File: src/rtl/cd_frame_seq.sv
// cd_frame_seq: CSR-bus master that sequences a CDBUS controller CSR block.
//   Polls and clears INT_FLAG, drains RX frames from controller RAM into a
//   byte stream, and writes TX byte-stream frames into TX RAM, then switches
//   the buffer. RX and TX share the one CSR port with round-robin grant.
//
// Optional build macro: CD_SEQ_TIMEOUT_EN
//   Builds a TX buffer-free wait counter. After TIMEOUT INT_FLAG reads
//   without bit5, the frame is aborted (TX_CTRL=0x10) and tx_timeout pulses.
//   Without the macro, TX_CHK waits indefinitely and tx_timeout is 0.
//
// Ports:
//   clk, reset                     clock, async active-high reset
//   csr_address/read/write/wdata   CSR master port (one access per cycle)
//   csr_readdata                   combinational read data, same cycle as read
//   irq                            controller interrupt, triggers a poll
//   tx_valid/data/last, tx_ready   TX byte stream in
//   rx_valid/data/last, rx_ready   RX byte stream out (1-deep register)
//   evt_valid/evt_flags            pulse + INT_FLAG value on each INT_FLAG read
//   tx_ovf                         pulse: frame longer than TX_MAX
//   tx_timeout                     pulse: TX buffer-free wait aborted
module cd_frame_seq #(
  parameter int POLL_DIV = 1024,
  parameter int TX_MAX   = 256,
  parameter int TIMEOUT  = 65535
) (
  input  logic       clk,
  input  logic       reset,
  output logic [4:0] csr_address,
  output logic       csr_read,
  output logic       csr_write,
  output logic [7:0] csr_writedata,
  input  logic [7:0] csr_readdata,
  input  logic       irq,
  input  logic       tx_valid,
  input  logic [7:0] tx_data,
  input  logic       tx_last,
  output logic       tx_ready,
  output logic       rx_valid,
  output logic [7:0] rx_data,
  output logic       rx_last,
  input  logic       rx_ready,
  output logic       evt_valid,
  output logic [7:0] evt_flags,
  output logic       tx_ovf,
  output logic       tx_timeout
);
  localparam logic [4:0] A_INT = 5'h10, A_RX = 5'h14, A_TX = 5'h15,
                         A_RXC = 5'h16, A_TXC = 5'h17, A_LEN = 5'h19;
  localparam int PW = (POLL_DIV > 1) ? $clog2(POLL_DIV) : 1;
  localparam int TW = $clog2(TX_MAX + 1);

  typedef enum logic [3:0] {
    S_IDLE, S_POLL, S_RX_LEN, S_RX_RST, S_RX_DATA, S_RX_DONE,
    S_TX_RST, S_TX_DATA, S_TX_CHK, S_TX_SW, S_TX_ABT
  } state_t;

  state_t          state_q;
  logic [PW-1:0]   poll_cnt_q;
  logic            last_tx_q;     // 1: last grant went to TX
  logic [7:0]      rx_len_q, rx_cnt_q;
  logic [TW-1:0]   tx_cnt_q;      // saturates at TX_MAX
  logic            rx_valid_q, rx_last_q, evt_valid_q, tx_ovf_q;
  logic [7:0]      rx_data_q, evt_flags_q;
  logic            rx_rd, tx_wr;

  // Fetch the next RX byte only when the output register is free this cycle.
  assign rx_rd = (state_q == S_RX_DATA) && (rx_cnt_q != rx_len_q) &&
                 (rx_ready || !rx_valid_q);
  assign tx_wr = (state_q == S_TX_DATA) && tx_valid && (tx_cnt_q < TW'(TX_MAX));

  always_comb begin
    csr_address   = '0;
    csr_read      = 1'b0;
    csr_write     = 1'b0;
    csr_writedata = '0;
    unique case (state_q)
      S_POLL, S_TX_CHK: begin csr_read = 1'b1; csr_address = A_INT; end
      S_RX_LEN:  begin csr_read = 1'b1; csr_address = A_LEN; end
      S_RX_RST:  begin csr_write = 1'b1; csr_address = A_RXC; csr_writedata = 8'h01; end
      S_RX_DATA: begin csr_read = rx_rd; csr_address = rx_rd ? A_RX : 5'h00; end
      S_RX_DONE: begin csr_write = 1'b1; csr_address = A_RXC; csr_writedata = 8'h02; end
      S_TX_RST:  begin csr_write = 1'b1; csr_address = A_TXC; csr_writedata = 8'h01; end
      S_TX_DATA: begin
        csr_write     = tx_wr;
        csr_address   = tx_wr ? A_TX : 5'h00;
        csr_writedata = tx_wr ? tx_data : 8'h00;
      end
      S_TX_SW:   begin csr_write = 1'b1; csr_address = A_TXC; csr_writedata = 8'h02; end
      S_TX_ABT:  begin csr_write = 1'b1; csr_address = A_TXC; csr_writedata = 8'h10; end
      default: ;
    endcase
  end

  assign tx_ready  = (state_q == S_TX_DATA);
  assign rx_valid  = rx_valid_q;
  assign rx_data   = rx_data_q;
  assign rx_last   = rx_last_q;
  assign evt_valid = evt_valid_q;
  assign evt_flags = evt_flags_q;
  assign tx_ovf    = tx_ovf_q;

`ifdef CD_SEQ_TIMEOUT_EN
  localparam int TOW = $clog2(TIMEOUT + 1);
  logic [TOW-1:0] to_cnt_q;
  logic           tx_timeout_q;
  assign tx_timeout = tx_timeout_q;
`else
  // Counter not built; TIMEOUT has no effect in this build.
  assign tx_timeout = (TIMEOUT < 0);
`endif

  always_ff @(posedge clk or posedge reset) begin
    if (reset) begin
      state_q     <= S_IDLE;
      poll_cnt_q  <= '0;
      last_tx_q   <= 1'b0;
      rx_len_q    <= '0;
      rx_cnt_q    <= '0;
      tx_cnt_q    <= '0;
      rx_valid_q  <= 1'b0;
      rx_last_q   <= 1'b0;
      rx_data_q   <= '0;
      evt_valid_q <= 1'b0;
      evt_flags_q <= '0;
      tx_ovf_q    <= 1'b0;
`ifdef CD_SEQ_TIMEOUT_EN
      to_cnt_q     <= '0;
      tx_timeout_q <= 1'b0;
`endif
    end else begin
      evt_valid_q <= 1'b0;
      tx_ovf_q    <= 1'b0;
`ifdef CD_SEQ_TIMEOUT_EN
      tx_timeout_q <= 1'b0;
`endif
      unique case (state_q)
        S_IDLE: begin
          if (irq || tx_valid || poll_cnt_q == PW'(POLL_DIV - 1)) begin
            state_q    <= S_POLL;
            poll_cnt_q <= '0;
          end else begin
            poll_cnt_q <= poll_cnt_q + 1'b1;
          end
        end
        S_POLL: begin
          evt_valid_q <= 1'b1;
          evt_flags_q <= csr_readdata;
          // RX wins only if TX is idle or TX was served last.
          if (csr_readdata[1] && (!tx_valid || last_tx_q)) begin
            state_q   <= S_RX_LEN;
            last_tx_q <= 1'b0;
          end else if (tx_valid) begin
            state_q   <= S_TX_RST;
            last_tx_q <= 1'b1;
          end else begin
            state_q <= S_IDLE;
          end
        end
        S_RX_LEN: begin
          rx_len_q <= csr_readdata;
          state_q  <= S_RX_RST;
        end
        S_RX_RST: begin
          rx_cnt_q <= '0;
          state_q  <= (rx_len_q == 8'd0) ? S_RX_DONE : S_RX_DATA;
        end
        S_RX_DATA: begin
          if (rx_rd) begin
            rx_data_q  <= csr_readdata;
            rx_valid_q <= 1'b1;
            rx_last_q  <= (rx_cnt_q + 8'd1 == rx_len_q);
            rx_cnt_q   <= rx_cnt_q + 8'd1;
          end else if (rx_ready) begin
            rx_valid_q <= 1'b0;
            rx_last_q  <= 1'b0;
          end
          if (rx_valid_q && rx_ready && rx_last_q) state_q <= S_RX_DONE;
        end
        S_RX_DONE: state_q <= S_IDLE;
        S_TX_RST: begin
          tx_cnt_q <= '0;
          state_q  <= S_TX_DATA;
        end
        S_TX_DATA: begin
          if (tx_valid) begin
            if (tx_cnt_q < TW'(TX_MAX)) tx_cnt_q <= tx_cnt_q + 1'b1;
            if (tx_last) begin
              // Counter saturated before this byte: frame was over-length.
              tx_ovf_q <= (tx_cnt_q == TW'(TX_MAX));
              state_q  <= S_TX_CHK;
`ifdef CD_SEQ_TIMEOUT_EN
              to_cnt_q <= '0;
`endif
            end
          end
        end
        S_TX_CHK: begin
          evt_valid_q <= 1'b1;
          evt_flags_q <= csr_readdata;
          if (csr_readdata[5]) begin
            state_q <= S_TX_SW;
`ifdef CD_SEQ_TIMEOUT_EN
          end else if (to_cnt_q == TOW'(TIMEOUT - 1)) begin
            state_q      <= S_TX_ABT;
            tx_timeout_q <= 1'b1;
          end else begin
            to_cnt_q <= to_cnt_q + 1'b1;
`endif
          end
        end
        S_TX_SW:  state_q <= S_IDLE;
        S_TX_ABT: state_q <= S_IDLE;
        default:  state_q <= S_IDLE;
      endcase
    end
  end
endmodule
File: config.mk
export PLATFORM = sky130hd
export DESIGN_NAME = cd_frame_seq
export DESIGN_NICKNAME = d
export VERILOG_FILES = /design/src/rtl/cd_frame_seq.sv
export SDC_FILE = /design/constraint.sdc
export NUM_CORES = 1
export LEC_CHECK = 0
export BUFFER_PORTS_ARGS = -buffer_cell sky130_fd_sc_hd__buf_2
export CORE_MARGIN = 4
export CORE_UTILIZATION = 25
export CTS_CLUSTER_DIAMETER = 200
export DETAILED_ROUTE_END_ITERATION = 10
export SETUP_SLACK_MARGIN = 0.05
export SLEW_MARGIN = 20
export SYNTH_ARGS = -nofsm -noshare
export SYNTH_HDL_FRONTEND = slang
export SYNTH_SLANG_ARGS = --single-unit
File: constraint.sdc
create_clock -name clk -period 2.11 [get_ports clk]
set_input_delay 0.1055 -clock clk [delete_from_list [all_inputs] [get_ports clk]]
set_output_delay 0.1055 -clock clk [all_outputs]
set_load 0.05 [all_outputs]
==> out/metrics.csv <==
metric,value,unit
status,finished with violations,
failing checks,negative setup slack,
area of the multi-input gates,1804,µm²
Layout area overhead,43.55,%
Die W,122.0,µm
Yosys warnings,0,
CTS H-tree depth,3,
Critical Path AT,2.11,ns
setup skew after layout,0.006685,ns
crit-path cells,"buf_6, and4b_1, and2_4, or2_4, nand2b_4, or3_4, buf_8",
Starting Density,25.64,%
Pre-antenna DRT Iters,4,
Max clock buf depth,2,
gr ovfl total,0,
Layout Nets,485,
storage element area,1505,µm²
Worst setup SP type,register,
Synth Net Count,373,
number of cell instances on the worst register-to-register path,5,
die area,14890,µm²
share of layout cells above drive strength 1,37.80,%
setup ws final,-0.1059,ns
# IOs,59,
crit path kind,register to output pin,
maximum vdd drop,0.9764,mV
Synth cell types,51,
PD cells,1638,nW/µm²
via count,2999,
Setup WS pre-CTS,0.003977,ns
Num CTS Buffers,9,
Residual DRC,0,
fmax,451.3,MHz
Max-Cap Viols,0,
HP Class,primary input to register,
number of global-route vias before repair,3041,
WL per Instance,15.08,µm
global-route usage over all layers,13.23,%
Setup crit end kind,output pin,
Post-Syn Area,3249,µm²
final WL,9578,µm
Placed Cells,603,
pin count of the biggest net entering global routing,33,
initial drt markers,115,
final hold vios,0,
CTS sink cnt,60,
Overall Power,0.007640,W
Final Wtd Congestion,0.8113,
endpoints failing setup,8,
unrepaired setup endpoints after global routing,yes,
num rows,41,
root buffer cell,clkbuf_16,
Finished Core Util,36.81,%
Die Y,122.0,µm
"FFs w/ async S/R, synth",100.0,%
Layout Cells excl Fill,635,
post-route ant nets,0,
"Reg clk slew, reported paths",0.05,ns
Vias/cell,4.723,
Crit Path Max Fanout,3,
# diodes,0,
P_leak,2.180,nW
WHS Path Cells,3,
Yosys reg bits,60,
ys flop type,dfrtp_1,
critical path's largest stage delay,0.41,ns
"Avg Cell Area, Syn",9.364,µm²
Pins Over Slew Limit,0,
initial antenna violation count,0,
CTS tree,yes,
part of the cycle the worst path needs,105.0,%
"Max stage delay cell, worst path",dfrtp_1,
DP Wirelength,6899,µm
number of synthesized flops with an enable pin,0,
first-pass GRT wire length,15270,µm
post-route minimum period,2.216,ns
cell count after synthesis,347,
Port Buf Inserts,57,
Skew-Pair Late Insertion Delay,0.33,ns
core area,12670,µm²
setup tns final,-0.3319,ns
post-synthesis sequential area ratio,46.21,%
data required time of the worst path,2.00,ns
Filler Cells Inserted,1283,
==> synthesized netlist by cell type (2+ instances only) <==
master | number | area share [%]
a21o_1 | 2 | 0.46
a21oi_1 | 14 | 2.2
a22o_1 | 6 | 1.6
a31oi_1 | 5 | 0.96
and2_1 | 3 | 0.58
and3_1 | 8 | 1.5
buf_2 | 2 | 0.31
clkbuf_1 | 12 | 1.4
dfrtp_1 | 60 | 46
ha_1 | 4 | 1.5
inv_1 | 10 | 1.2
mux2_2 | 16 | 5.5
nand2_1 | 50 | 5.8
nand2b_1 | 3 | 0.58
nand3_1 | 13 | 2.0
nand3b_1 | 2 | 0.46
nand4_1 | 5 | 0.96
nor2_1 | 21 | 2.4
nor2b_1 | 4 | 0.77
nor3_1 | 9 | 1.4
nor3b_1 | 2 | 0.46
nor4_1 | 5 | 0.96
nor4b_1 | 2 | 0.54
o21ai_0 | 19 | 2.9
o21ai_1 | 4 | 0.62
o21bai_1 | 4 | 0.92
o22a_1 | 2 | 0.54
o22ai_1 | 4 | 0.77
o31ai_1 | 3 | 0.69
o41ai_1 | 2 | 0.54
or3_1 | 8 | 1.5
or4_1 | 3 | 0.69
xnor2_1 | 11 | 3.0
xor2_1 | 12 | 3.2
==> per-stage QoR <==
stage	hold slack [ns]	cell area, µm²
floorplan	0.2026	3292
global placement	0.07839	4051
detailed placement	0.08032	4051
CTS	0.01699	4501
global route	0.03159	4664
finish	0.02082	4664
==> where the power goes <==
group          switching (W)  total [W]  internal, W  leakage [nW]
combinational        0.00268    0.00437      0.00169          1.27
clock               0.000499    0.00144     0.000938         0.140
sequential          0.000304    0.00183      0.00153         0.772
total                0.00348    0.00764      0.00416          2.18
==> flip-flops by register name, summed over array words and instances (netlist names) <==
| register | count |
|---|---|
| evt_flags | 8 |
| evt_valid | 1 |
| last_tx_q | 1 |
| poll_cnt_q | 10 |
| rx_cnt_q | 8 |
| rx_data | 8 |
| rx_last | 1 |
| rx_len_q | 8 |
| rx_valid | 1 |
| state_q | 4 |
| tx_cnt_q | 9 |
| tx_ovf | 1 |
==> path summary, 6_finish.rpt <==
kind	from	endpoint	slack (ns)
worst max-delay path	state_q[1]	csr_address[4]	-0.11
worst min-delay path	csr_readdata[0]	rx_data[0]	0.02
worst max register to register	state_q[3]	poll_cnt_q[7]	-0.05
worst min register to register	rx_data[1]	rx_data[1]	0.47
max in group asynchronous	reset	poll_cnt_q[6]	1.29
min in group asynchronous	reset	state_q[1]	0.27
==> final cells by class <==
cell class,count,area share [%]
clock buffer,13,5.365
clock inverter,2,0.7511
inverter,10,0.8584
multi-input combinational,261,38.68
sequential,60,32.27
tap,172,4.614
timing repair buffer,117,17.46
==> cell families after synthesis <==
group	Yosys count	synth area share, %
AOI/OAI and AO/OA	71	14.02
buffers and inverters	26	3.196
muxes	16	5.545
DFF	60	46.21
other	1	0.1154
and+or+nand+nor	146	23.18
xor gates and xnor gates	23	6.199
adders and majority gates	4	1.540
==> worst max-delay path, delay by kind of cell (launching register included) <==
kind / cells / cell delay, ns
and+or+nand+nor: 5 / 1.06
buffers and inverters: 2 / 0.30
DFF: 1 / 0.41
==> routing by layer <==
layer  global-route usage (%)  part of all wire (%)  wire, µm
met1                    15.42                    41      3963
met2                    23.45                    52      4974
met3                    4.225                   5.7       542
met4                    3.431                   1.0        99
met5                        0                     0         0
==> what timing repair did <==
action	4_1_cts	5_1_grt
resized for setup	27	24
buffers inserted	6	8
endpoints found under the hold margin	12	0
hold buffers	3	0
pin swaps	9	19
endpoints found under the setup margin	11	28
==> cell usage in the layout (no fill, tap or decap), types with 5 or more instances in the layout <==
cell,netlist,final
dfrtp_1,60,57
buf_2,2,53
nand2_1,50,50
buf_4,1,48
nor2_1,21,21
mux2_2,16,16
o21ai_0,19,14
nand3_1,13,13
a21oi_1,14,12
xor2_1,12,11
buf_6,0,11
nor3_1,9,9
xnor2_1,11,9
clkbuf_16,0,9
inv_1,10,8
and3_1,8,8
or3_1,8,7
o21ai_1,4,7
a22o_1,6,6
nand4_1,5,5
No activity file was read; power rests on OpenSTA's default activity.
